$ cat config.mk
export PLATFORM = sky130hd
export DESIGN_NAME = mmul_seq
export DESIGN_NICKNAME = d
export VERILOG_FILES = /design/src/rtl/mmul_seq.sv
export SDC_FILE = /design/constraint.sdc
export NUM_CORES = 1
export LEC_CHECK = 0
export ABC_AREA = 1
export CAP_MARGIN = 30
export CORE_AREA = 3 3 183 185
export CTS_CLUSTER_SIZE = 8
export DETAILED_ROUTE_END_ITERATION = 8
export DIE_AREA = 0 0 186 188
export GPL_ROUTABILITY_DRIVEN = 0
export PLACE_DENSITY = 0.56
export SYNTH_ARGS = -nofsm -noshare
export SYNTH_HDL_FRONTEND = slang
export SYNTH_SLANG_ARGS = --single-unit
$ cat constraint.sdc
create_clock -name clk -period 4.8 [get_ports clk]
set_clock_uncertainty 0.05 [all_clocks]
set_input_delay 0.96 -clock clk [delete_from_list [all_inputs] [get_ports clk]]
set_output_delay 0.96 -clock clk [all_outputs]
set_load 0.01 [all_outputs]
$ cat src/rtl/mmul_seq.sv
// Sequential shift-add mantissa multiplier: (1.m1)*(1.m2), normalized and rounded to nearest-even.
// Latency WIDTH+3 cycles from accepting start to done; start is ignored while busy.
module mmul_seq #(
    parameter int WIDTH = 23
) (
    input  logic             clk,
    input  logic             reset,
    input  logic             start,
    input  logic [WIDTH-1:0] m1,
    input  logic [WIDTH-1:0] m2,
    output logic             ready,
    output logic             done,
    output logic [WIDTH-1:0] m3,
    output logic             increment_exponent
);
    localparam int PW = 2*WIDTH + 2;
    localparam int CW = $clog2(WIDTH + 1);

    typedef enum logic [1:0] {IDLE, RUN, ROUND, DONE} state_t;

    state_t            state_q, state_d;
    logic [WIDTH:0]    a_q, a_d;
    logic [WIDTH:0]    b_q, b_d;
    logic [PW-1:0]     p_q, p_d;
    logic [CW-1:0]     cnt_q, cnt_d;
    logic [WIDTH-1:0]  m3_q, m3_d;
    logic              inc_q, inc_d;
    logic              ready_q, ready_d;
    logic              done_q, done_d;

    logic              hi;
    logic              guard;
    logic              sticky;
    logic              round_up;
    logic [WIDTH-1:0]  frac;
    logic [WIDTH:0]    rsum;

    // Product lies in [1,4): the top bit picks which window holds the fraction.
    always_comb begin
        hi       = p_q[PW-1];
        frac     = hi ? p_q[2*WIDTH:WIDTH+1] : p_q[2*WIDTH-1:WIDTH];
        guard    = hi ? p_q[WIDTH] : p_q[WIDTH-1];
        sticky   = hi ? (|p_q[WIDTH-1:0]) : (|p_q[WIDTH-2:0]);
        round_up = guard & (sticky | frac[0]);
        rsum     = {1'b0, frac} + {{WIDTH{1'b0}}, round_up};
    end

    always_comb begin
        state_d = state_q;
        a_d     = a_q;
        b_d     = b_q;
        p_d     = p_q;
        cnt_d   = cnt_q;
        m3_d    = m3_q;
        inc_d   = inc_q;
        case (state_q)
            IDLE, DONE: begin
                state_d = IDLE;
                if (start) begin
                    a_d     = {1'b1, m1};
                    b_d     = {1'b1, m2};
                    p_d     = '0;
                    cnt_d   = '0;
                    state_d = RUN;
                end
            end
            RUN: begin
                if (b_q[cnt_q]) p_d = p_q + (PW'(a_q) << cnt_q);
                cnt_d = cnt_q + CW'(1);
                if (cnt_q == CW'(WIDTH)) state_d = ROUND;
            end
            ROUND: begin
                // A rounding carry-out means the fraction wrapped to 2.0.
                m3_d    = rsum[WIDTH-1:0];
                inc_d   = hi | rsum[WIDTH];
                state_d = DONE;
            end
            default: state_d = IDLE;
        endcase
        ready_d = (state_d == IDLE) || (state_d == DONE);
        done_d  = (state_q == ROUND);
    end

    always_ff @(posedge clk) begin
        if (!reset) begin
            state_q <= IDLE;
            a_q     <= '0;
            b_q     <= '0;
            p_q     <= '0;
            cnt_q   <= '0;
            m3_q    <= '0;
            inc_q   <= 1'b0;
            ready_q <= 1'b1;
            done_q  <= 1'b0;
        end else begin
            state_q <= state_d;
            a_q     <= a_d;
            b_q     <= b_d;
            p_q     <= p_d;
            cnt_q   <= cnt_d;
            m3_q    <= m3_d;
            inc_q   <= inc_d;
            ready_q <= ready_d;
            done_q  <= done_d;
        end
    end

    // With the product already >= 2.0 the shifted fraction cannot be all ones and round up.
    always_ff @(posedge clk) begin
        if (reset && state_q == ROUND) assert (!(hi && rsum[WIDTH]));
    end

    assign ready              = ready_q;
    assign done               = done_q;
    assign m3                 = m3_q;
    assign increment_exponent = inc_q;
endmodule
# Word-level counts from Yosys, hierarchy flattened
# Index checks and enable logic that the tools add are counted.
totals:
  ff_bits: 129
  inputBits: 49
classes:
  addsub: 3
  order_cmp: 1
  n_eq_ne: 7
  n_shift: 1
  muxes: 13
  bitwise_logic: 3
  reduce_logical: 10
ops:
  columns: ["op", "count"]
  rows:
  - ["$mux W48", 2]
  - ["$pmux W48 S2", 1]
  - ["$add A48 B48 Y48", 1]
  - ["$shl A24 B5 Y48", 1]
  - ["$add A23 B1 Y24", 1]
  - ["$mux W23", 1]
  - ["$reduce_or A23 Y1", 1]
  - ["$reduce_or A22 Y1", 1]
  - ["$pmux W5 S2", 1]
  - ["$eq A2 B2 Y1 const B", 3]
  - ["$lt A5 B6 Y1 const B", 1]
  - ["$pmux W2 S3", 1]
  - ["$add A5 B1 Y5 const B", 1]
  - ["$bmux W1 S5", 1]
  - ["$eq A5 B5 Y1 const B", 1]
  - ["$mux W5", 1]
  - ["$logic_not A2 Y1", 2]
  - ["$mux W1", 4]
  - ["$ne A2 B2 Y1 const B", 2]
  - ["$reduce_and A2 Y1", 2]
  - ["$reduce_and A3 Y1", 1]
  - ["$eq A2 B1 Y1 const B", 1]
  - ["$mux W2", 1]
  - ["$or A1 B1 Y1", 2]
  - ["other kinds (4)", 4]

# Depth between registers and ports, before layout
# Gate-level depths: netlist of the first run.
logic_depth:
  depth_word: 6
  ltp_mapped: 28

# Least setup slack after synthesis of the first run
# Ideal clock, no wire load.
synth_path:
  path_kind: "reg-to-reg"
  start: "register cnt_q[1]"
  end: "register p_q[44]"
  setup_ps: 132
  arrival_time_ps: 2774
  required_time_ps: 4618
  slack_ps: 1844
  stages_incl_launch_ff: 21
  path_buffers: 2
  period_less_slack_ps: 2956
  cell_sequence: "dfxtp_1 inv_2 buf_2 clkbuf_1 nand3_1 a31oi_1 nor2_1 a31oi_1 mux2i_1 ha_1 nand2_1 nor2_1 inv_1 nor2_1 nand2_1 nor2_1 nand2_1 nand3_1 nand2_1 nand3_1 a21oi_1"
synth_between:
  elab_chain_len: 4
  elab_cells_between_ends: 8
  cone_classes: "add/sub (1); eq/ne (1); shift (1); mux (4); reduce/logical (1)"
synth_lines:
  columns: ["element", "line_no", "source"]
  rows:
  - ["from (decl)", "25", "logic [CW-1:0] cnt_q, cnt_d;"]
  - ["from (signal assigned)", "100", "cnt_q <= cnt_d;"]
  - ["$shl A24 B5 Y48 / $bmux W1 S5 (equally long branches)", "68", "if (b_q[cnt_q]) p_d = p_q + (PW'(a_q) << cnt_q);"]
  - ["$add A48 B48 Y48 / $mux W1 (equally long branches)", "68", null]
  - ["$mux W48 / $ne A2 B2 Y1 (equally long branches)", null, null]
  - ["$pmux W48 S2 / $reduce_and A3 Y1 (equally long branches)", null, null]
  - ["to (signal assigned)", "99", "p_q <= p_d;"]
  - ["to (decl)", "24", "logic [PW-1:0] p_q, p_d;"]
# Several ways; a longest one is shown, not always the timed one. The select of a mux whose other input is x is not followed.
# A chain may end at the register's enable or synchronous reset.

# Worst setup path after layout of the first run
layout_path:
  start: "register cnt_q[0]"
  end: "register p_q[42]"
# Same word-level chain as after synthesis.

==> results of run 1 <==
[worst paths after layout]
path	startpoint	end	slack [ns]	cells after the start
worst max-delay path	cnt_q[0]	p_q[42]	0.67	20
worst min-delay path	b_q[5]	b_q[5]	0.40	2
worst max register to register	cnt_q[0]	p_q[42]	0.67	20
worst min register to register	b_q[5]	b_q[5]	0.40	2
[cell usage after synthesis (all sizes together), types with 3 or more instances]
master,n
and2,6
ha,51
o21a,4
o211ai,8
nand4,17
xnor2,5
mux2i,12
o22ai,7
dfxtp,128
nand3b,23
o21ai,145
nor3,22
a21o,3
nor2,241
or2,8
inv,264
o21bai,6
clkbuf,42
nor4,6
a21oi,107
nand2,644
a31oi,4
xor2,31
nand3,126
buf,34
[cells by family after synthesis]
group                    after synthesis
AO/OA/AOI/OAI                        289
XOR/XNOR                              36
adder cells (fa/ha/maj)               52
buffers and inverters                340
flip-flops                           128
multiplexers                          12
AND/OR/NAND/NOR                     1094
[worst max-delay path, stage by stage (launching register included)]
cell and delay, ns:
dfxtp_1 0.33, inv_1 0.32, buf_4 0.30, nand2_1 0.06, nand2_1 0.06, o21ai_0 0.24
nor2_1 0.06, a31oi_1 0.25, nand2_1 0.09, o21ai_0 0.21, o22ai_1 0.23, ha_1 0.41
nand2_1 0.11, nor2_1 0.27, nand2_1 0.16, nor2_1 0.22, nand3_1 0.24, nand3_1 0.15
nand2_1 0.05, nand3_1 0.09, a21oi_1 0.07
[power groups by stage]
stage	clock [µW]	combinational [µW]	sequential (µW)
floorplan	0	253	1140
global placement	0	375	1140
detailed placement	0	375	1150
CTS	1320	378	1120
global route	1370	425	1130
finish	1290	377	1120
[state kept, by name, summed over array words and instances (netlist names)]
signal,count
m3,23
p_q,48
ready,1
done,1
b_q,23
cnt_q,5
a_q,24
increment_exponent,1
state_q,2
[per-layer routing]
| metal | share of wire | wire [µm] | vias to the layer above |
|---|---|---|---|
| met5 | 0 | 0 | - |
| met4 | 0.030 | 1110 | 0 |
| met3 | 0.057 | 2100 | 64 |
| met2 | 0.44 | 16200 | 352 |
| met1 | 0.47 | 17500 | 5484 |
| li1 | - | - | 6242 |
[layout make-up]
type / count / area (µm²) / share of cell area
sequential: 128 / 2560 / 0.201
multi-input combinational: 1483 / 7230 / 0.568
timing repair buffer: 90 / 868 / 0.0682
clock inverter: 15 / 139 / 0.0109
clock buffer: 17 / 425 / 0.0334
tap: 408 / 510 / 0.0401
inverter: 264 / 991 / 0.0779
[placed cells by master, fill, tap and decap left out, drive strengths merged, types with 8 or more instances in the layout]
cell type        n
nand2          644
buf             17
o21ai          145
nand3          126
xor2            31
clkdlybuf4s50   73
clkbuf          17
inv            275
dfxtp          128
ha              51
or2              8
mux2i           12
a21oi          107
nor3            22
nor2           241
nand3b          23
o211ai           8
nand4           17
[metrics by stage]
stage          std cells   util
6_report            2405  0.395
5_1_grt             2405  0.395
4_1_cts             2405  0.395
3_5_place_dp        2373  0.378
3_3_place_gp        2373  0.378
2_1_floorplan       1951      -
==> metrics.txt, run 1 <==
Die ar.=35,000 µm²; Setup crit start kind=flop; fin crit share=0.861; CTS resizes=0; worst-margin pin slew=0.866 ns; Synth Register Bits=between 100 and 150; Post-synth ARST share=0; area post-placement=12,200 µm²; P_int=1920 µW; top post-synthesis cells by area=dfxtp_1 23%, nand2_1 22%, inv_1 8.7%; Max Cap Viol=0; outcome=completed; Switching Fraction=0.312; post-synthesis compound-gate area fraction=0.142; Post-Synth Simple-Gate Area=0.408; Root Driver=clkbuf_16; multiplexer area fraction after synthesis=0.0108; layout cell share with drive strength beyond 1=0.0471; Overflow after GRT=0; setup ws final=roughly 0.67 ns; DP Worst Slack=~0.74 ns; Final Slew Violations=0; clock share of power=0.463; Top FF cell, synth=dfxtp_1; cts hold-fix bufs=0; top-area cell type share of the netlist area=0.230; Pwr Total=2790 µW; GRT busiest layer=met2; Hold Crit Class=reg2reg; Bufs on Longest Clock Path=2; post-DP HPWL=29,000 µm; post-synth top area cell=dfxtp_1; Initial DRC Count=1,034; Final Cell Area=around 13,000 µm²; clock slew seen by the registers of the worst setup and hold paths=about 0.070 ns; FP Rows=66; CP Class=reg2reg; # Post-CTS Setup Buffers=0; Core Area=32,200 µm²; RSZ-0062 raised after global routing=false; met1 usage=0.300; # nets final=2,085; # IOs=75; Syn Std Cell Area=11,100 µm²; setup tns final=0 ns; Hold Slack=a little over 0.4 ns; Ys Warns=0; number of global-route vias before repair=11,193; count of final setup violators=0; maximum vdd drop=0.238 mV; CTS tree=yes; xor/xnor share of the synthesized area=0.0283; met3 GRT Util=0.0338; Initial Utilization=0.346; Final Critical Period=4.13 ns; Routed WL=36,900 µm; overall die height=between 150 and 200 µm; Rel. slew slack=0.422; H-tree level count=4; CP required=5.04 ns; total iterations of the first detailed-routing run=5; CP Max Fanout=24; Psw=870 µW; Post-Synthesis Cells=~2,000; final hold vios=0; wire length per cell=roughly 15 µm; post-synthesis adder-cell area fraction=0.0590; combinational share of power=0.135; area grow syn2layout=14.1%; Chip Width=186 µm; Post-Syn Nets=2,052; main combinational cell family by area after synthesis=simple AND/OR/NAND/NOR gates; ANT nets after route=0; Worst-Skew Late Latency=0.44 ns; Worst Setup End Kind=flop; Pleak=around 0.0062 µW; Seq/Total Area, Yosys=0.230; Pwr Density=219 nW/µm²; sequential share of power=0.401; DRC violations left=0; Fmax=242 MHz; Port Buf Inserts=74; largest net degree at the start of global routing=64; Unique masters post-synth=45; via count=12,142; WP data arrival=~4.4 ns; first-pass GRT wire length=59,100 µm; initial antenna violation count=0; met2 GRT Util=0.328; DR vias/cell=5.05; filler instances=between 3,000 and 4,000; Sink Count=128; number of flops mapped to enable cells by yosys=0; Tot GR Track Use=0.212; syn_area_per_cell=5.71 µm²; # diodes=0; CTS Buf Count=17
Power figures use the tool's default switching activity.
==> run 2: changes to the inputs <==
Settings changed: SLEW_MARGIN from default to 30.
==> results of run 2 <==
No change in the layout: final DEF, timing and power equal those of run 1.
